**config.mk**
```make
export PLATFORM = sky130hd
export DESIGN_NAME = uart_tx_cfg
export DESIGN_NICKNAME = d
export VERILOG_FILES = /design/src/rtl/uart_tx_cfg_pkg.sv /design/src/rtl/uart_tx_cfg.sv
export SDC_FILE = /design/constraint.sdc
export NUM_CORES = 1
export LEC_CHECK = 0
export ABC_AREA = 1
export ABC_CLOCK_PERIOD_IN_PS = 2300
export BUFFER_PORTS_ARGS = -buffer_cell sky130_fd_sc_hd__buf_2
export CORE_UTILIZATION = 50
export CTS_CLUSTER_DIAMETER = 150
export DETAILED_ROUTE_END_ITERATION = 10
export PLACE_DENSITY = 0.7
export SETUP_SLACK_MARGIN = 0.1
export SLEW_MARGIN = 5
export SYNTH_ARGS = -nofsm -noshare
export SYNTH_HDL_FRONTEND = slang
export SYNTH_SLANG_ARGS = --single-unit
export TNS_END_PERCENT = 1
```
**constraint.sdc**
```tcl
create_clock -name clk -period 2.3 [get_ports clk]
set_input_delay 0.115 -clock clk [delete_from_list [all_inputs] [get_ports clk]]
set_output_delay 0.115 -clock clk [all_outputs]
set_load 0.05 [all_outputs]
```
**src/rtl/uart_tx_cfg_pkg.sv**
```systemverilog
// Shared definitions for the configurable UART transmitter: FSM state
// encoding, parity/stop field encodings and a data-width clamp helper.
package uart_tx_cfg_pkg;

    typedef enum logic [2:0] {
        ST_IDLE   = 3'd0,
        ST_START  = 3'd1,
        ST_DATA   = 3'd2,
        ST_PARITY = 3'd3,
        ST_STOP   = 3'd4
    } tx_state_t;

    // parity_mode encodings (11 behaves as none)
    localparam logic [1:0] PARITY_NONE = 2'b00;
    localparam logic [1:0] PARITY_EVEN = 2'b01;
    localparam logic [1:0] PARITY_ODD  = 2'b10;

    // stop_mode encodings (11 behaves as one stop bit)
    localparam logic [1:0] STOP_1   = 2'b00;
    localparam logic [1:0] STOP_1P5 = 2'b01;
    localparam logic [1:0] STOP_2   = 2'b10;

    // Out-of-range data widths fall back to the full word width.
    function automatic logic [3:0] clamp_bits(input logic [3:0] b, input int dmax);
        if (int'(b) < 5 || int'(b) > dmax)
            return 4'(dmax);
        return b;
    endfunction

endpackage

```
**src/rtl/uart_tx_cfg.sv**
```systemverilog
// Runtime-configurable UART transmitter. Frame format (width, parity, stop
// length) and the data word are captured on the accepting edge, so the
// frame in flight is immune to later input changes. Bit timing is counted
// in oversampling ticks from the shared baud generator.
module uart_tx_cfg
    import uart_tx_cfg_pkg::*;
#(
    parameter int DBIT_MAX   = 8,
    parameter int OVERSAMPLE = 16
) (
    input  logic                clk,
    input  logic                reset,
    input  logic                s_tick,
    input  logic [DBIT_MAX-1:0] din,
    input  logic                tx_valid,
    output logic                tx_ready,
    input  logic [3:0]          data_bits,
    input  logic [1:0]          parity_mode,
    input  logic [1:0]          stop_mode,
    output logic                tx,
    output logic                tx_done_tick,
    output logic                busy
);

    localparam int TW = $clog2(2*OVERSAMPLE);
    // Terminal counts: a bit ends on the tick where the counter hits these.
    localparam logic [TW-1:0] T_BIT  = TW'(OVERSAMPLE-1);
    localparam logic [TW-1:0] T_S1P5 = TW'(3*OVERSAMPLE/2-1);
    localparam logic [TW-1:0] T_S2   = TW'(2*OVERSAMPLE-1);

    tx_state_t           state, state_next;
    logic [TW-1:0]       tick_cnt;
    logic [3:0]          bit_cnt;
    logic [3:0]          nbits_r;
    logic [DBIT_MAX-1:0] shreg;
    logic                par_en_r, par_r;
    logic [TW-1:0]       stop_end_r;
    logic                tx_r, done_r;
    logic                tx_d, done_d;

    logic                accept;
    logic                tick_last, stop_last, data_last;
    logic [3:0]          nbits_in;
    logic                par_in;
    logic [TW-1:0]       stop_end_in;

    assign accept    = tx_valid && (state == ST_IDLE);
    assign nbits_in  = clamp_bits(data_bits, DBIT_MAX);
    assign tick_last = s_tick && (tick_cnt == T_BIT);
    assign stop_last = s_tick && (tick_cnt == stop_end_r);
    assign data_last = (bit_cnt == nbits_r - 4'd1);

    // Parity over the low nbits_in bits of the offered word; odd seeds with 1.
    always_comb begin
        par_in = (parity_mode == PARITY_ODD);
        for (int i = 0; i < DBIT_MAX; i++)
            if (i < int'(nbits_in))
                par_in = par_in ^ din[i];
    end

    // Stop-bit terminal count selected from the offered stop_mode.
    always_comb begin
        case (stop_mode)
            STOP_1P5: stop_end_in = T_S1P5;
            STOP_2:   stop_end_in = T_S2;
            default:  stop_end_in = T_BIT;
        endcase
    end

    // State register.
    always_ff @(posedge clk or posedge reset) begin
        if (reset) state <= ST_IDLE;
        else       state <= state_next;
    end

    // Next-state logic; everything past IDLE advances only on tick boundaries.
    always_comb begin
        state_next = state;
        case (state)
            ST_IDLE:   if (accept)    state_next = ST_START;
            ST_START:  if (tick_last) state_next = ST_DATA;
            ST_DATA:   if (tick_last && data_last)
                           state_next = par_en_r ? ST_PARITY : ST_STOP;
            ST_PARITY: if (tick_last) state_next = ST_STOP;
            ST_STOP:   if (stop_last) state_next = ST_IDLE;
            default:   state_next = ST_IDLE;
        endcase
    end

    // Outputs: handshake decoded from state; line level and done pulse
    // computed from the upcoming state so both register on the boundary edge.
    always_comb begin
        tx_ready = (state == ST_IDLE);
        busy     = (state != ST_IDLE);
        done_d   = (state == ST_STOP) && (state_next == ST_IDLE);
        case (state_next)
            ST_START:  tx_d = 1'b0;
            // shreg shifts on this same edge when a data bit ends in DATA
            ST_DATA:   tx_d = (state == ST_DATA && tick_last) ? shreg[1] : shreg[0];
            ST_PARITY: tx_d = par_r;
            default:   tx_d = 1'b1;
        endcase
    end

    // Datapath: capture on accept, then tick counting and data shifting.
    always_ff @(posedge clk or posedge reset) begin
        if (reset) begin
            tick_cnt   <= '0;
            bit_cnt    <= '0;
            nbits_r    <= '0;
            shreg      <= '0;
            par_en_r   <= 1'b0;
            par_r      <= 1'b0;
            stop_end_r <= '0;
            tx_r       <= 1'b1;
            done_r     <= 1'b0;
        end else begin
            tx_r   <= tx_d;
            done_r <= done_d;
            if (accept) begin
                shreg      <= din;
                nbits_r    <= nbits_in;
                par_en_r   <= (parity_mode == PARITY_EVEN) || (parity_mode == PARITY_ODD);
                par_r      <= par_in;
                stop_end_r <= stop_end_in;
                tick_cnt   <= '0;
                bit_cnt    <= '0;
            end else if (s_tick && state != ST_IDLE) begin
                if (state_next != state || (state == ST_DATA && tick_last))
                    tick_cnt <= '0;
                else
                    tick_cnt <= tick_cnt + 1'b1;
                if (state == ST_DATA && tick_last) begin
                    shreg   <= shreg >> 1;
                    bit_cnt <= bit_cnt + 4'd1;
                end
            end
        end
    end

    assign tx           = tx_r;
    assign tx_done_tick = done_r;

endmodule

```
==> qor.txt <==
Gr usage total = 0.226
Fmax = 510 MHz
DR iter-0 viols = 108
Syn nets = 286
Unique masters post-synth = 35
Netlist Area Pre-Place = 0.00194 mm2
Starting Density = 0.526
Layout cells sized above 1 = 0.232
Worst R2R Start = tick_cnt[1]$_DFFE_PP0P_
Largest net degree at the start of global routing = 20
Post-layout instance area = 0.00226 mm2
# DRC = 0
Global-route wire length before repair = 6990 um
Number of synthesized flops with an enable pin = 0
Share of Yosys cell area claimed by the top area cell type = 0.387
Vias in the first global route = 1602
Fin Clk Skew = 0.00435 ns
Std cell rows = 22
CTS tree = done
Slew @ Worst Pin = 0.495 ns
Chip width = 64.3 um
Largest cells by area after synthesis = dfrtp_1 39%, nand2_1 14%, inv_1 6.4%
Sequential area share after synthesis = 0.400
Setup Crit Path Kind = reg -> reg
Fin. Hold Viols = 0
Largest stage delay on the critical path = 0.39 ns
Area grow syn2layout = 16.4%
Drt first pass iters = 4
Ports = 24
DP Cell Count = 331
Vias = 1690
Die area = 0.00413 mm2
Avg Vias per Cell = 4.96
Startpoint types = register
Count leader, synth = nand2_1
Mapped Avg Cell Area = 7.46 um2
Post-synth top area cell = dfrtp_1
# H-tree levels = 2
Max-slew violation count = 0
Nets = 318
Fin crit share = 0.853
Detail Route Antenna Nets = 0
Most frequent cells after synthesis = 74 x nand2_1, 33 x inv_1, 30 x dfrtp_1
Worst vdd ir = 0.545 mV
Relative slew slack = 0.669
DP Area = 0.00212 mm2
Wire per inst = 11.2 um
Top cell family by delay on the critical path = simple AND/OR/NAND/NOR gates
WP buf/inv = 0
Critical path's slowest cell = dfrtp_1
Final min period = 1.96 ns
RSZ-0062 raised after global routing = no
GR Overflow Total = 0
Clock Latency Late Sink = 0.29 ns
Fraction of registers with async set/reset = 1.00
Outcome = finished, final reports clean
# diodes = 0
CTS Buf Count = 5
Routability cong. = 0.841
Max-Cap Viols = 0
CP max FO = 5
Layout Cells excl Fill = 341
Clock sinks = 31
Crit path top cell by count = nand3_2
Die height = 64.3 um
Hold_sp = din[3]
Worst-path clk slew = 0.07 ns
Synth Flop Type = dfrtp_1
Warnings, synthesis = 0
Routed WL = 3830 um
Crit-path cells = ha_1, nand2_1, nor2_1, ha_1, nand2_2, nor2_2, nand3_2, nor2_4, nand3_2, nand2_1, o21ai_2, or2_1, nand3_2
Data arrival, critical path = 2.19 ns
Setup tns final = 0 ns
Endpoints failing setup = 0
Post-DP HPWL = 2930 um
Number of synthesized register bits = 31
Buffers on Ports = 23
Req. time, crit path = 2.53 ns
Worst Hold Class = in -> reg
Initial antenna violation count = 0
Root buffer cell = clkbuf_8
Mapped Cells = 260
R2R Setup Slk = 0.34 ns
Critical Path End Type = register
Total core area = 0.00369 mm2
Leak = 0.00119 uW
Total power per unit cell area = 1120 mW/mm2
Crit. Startpoint = tick_cnt[1]$_DFFE_PP0P_
CTS Buffer Depth = 2
[power breakdown]
part	internal (uW)	leakage, uW	switching (uW)
logic	381	0.000750	664
clock network	350	0.0000612	214
registers	774	0.000383	155
[tightest hold or removal path, delay by kind of cell]
family                 cells  cell delay [ns]
AOI/OAI and AO/OA          1             0.06
buffers and inverters      1             0.11
and+or+nand+nor            1             0.06
[final timing paths]
path,endpoint,cells past startpoint
worst min register to register,par_r$_DFFE_PP0P_,2
min in group asynchronous,state[0]$_DFF_PP0_,3
worst max register to register,tx$_DFF_PP1_,13
worst max-delay path,tx$_DFF_PP1_,13
worst min-delay path,shreg[3]$_DFFE_PP0P_,3
max in group asynchronous,tick_cnt[4]$_DFFE_PP0P_,4
[metal layers]
layer / vias up / routed length (um) / GRT usage
met5: - / 0 / 0
met4: 0 / 65 / 0.0917
met3: 6 / 131 / 0.0607
met2: 27 / 1750 / 0.357
met1: 766 / 1880 / 0.290
li1: 891 / - / -
[cell families (layout without fill, tap and decap cells)]
group	Yosys count	count (layout)	share of synthesized area
compound gates	32	32	0.101
buf+inv	47	80	0.0941
flops	31	31	0.400
fa+ha+maj	6	6	0.0387
simple gates	135	135	0.325
xor+xnor	9	9	0.0406
[through the flow]
stage / total power, uW / util / hold slack, ns / worst slack [ns]
detailed placement: 1980 / 0.575 / 0.164 / 0.293
global placement: 1960 / 0.575 / 0.162 / 0.387
finish: 2540 / 0.612 / 0.0835 / 0.339
global route: 2800 / 0.612 / 0.0878 / 0.0885
floorplan: 1750 / - / 0.218 / 0.292
CTS: 2550 / 0.610 / 0.0767 / 0.278
[cells in the final DEF (no fill, tap or decap), drive strengths merged, types with 2 or more instances in the layout]
master and count:
xnor2 4, ha 6, nand4 4, a21oi 10, dfrtp 30, nand2 78
nor3 3, o31ai 2, or2 2, xor2 5, inv 44, buf 27
nor2 23, clkbuf 6, nand3 21, o21ai 16, nand3b 3
[state kept, by name, indices dropped and copies added (netlist names)]
| register | count |
|---|---|
| tx_done_tick | 1 |
| tick_cnt | 5 |
| nbits_r | 4 |
| stop_end_r | 3 |
| state | 3 |
| par_en_r | 1 |
| shreg | 8 |
| par_r | 1 |
| tx | 1 |
| bit_cnt | 4 |
[timing repair]
| item | 4_1_cts | 5_1_grt |
|---|---|---|
| hold buffers | 1 | 0 |
| endpoints found under the hold margin | 11 | 0 |
| buffers inserted | 0 | 1 |
| setup endpoints to repair | 0 | 5 |
| resized for setup | 0 | 1 |
[area by class of cell]
| type | count | area [um2] |
|---|---|---|
| Clock buffer | 6 | 82.6 |
| Timing Repair Buffer | 28 | 155 |
| Tap cell | 48 | 60.1 |
| Fill cell | 362 | 1430 |
| Sequential cell | 31 | 777 |
| Multi-Input combinational cell | 182 | 983 |
| Inverter | 44 | 165 |
| Clock inverter | 2 | 35.0 |
No activity file was read; power rests on OpenSTA's default activity.
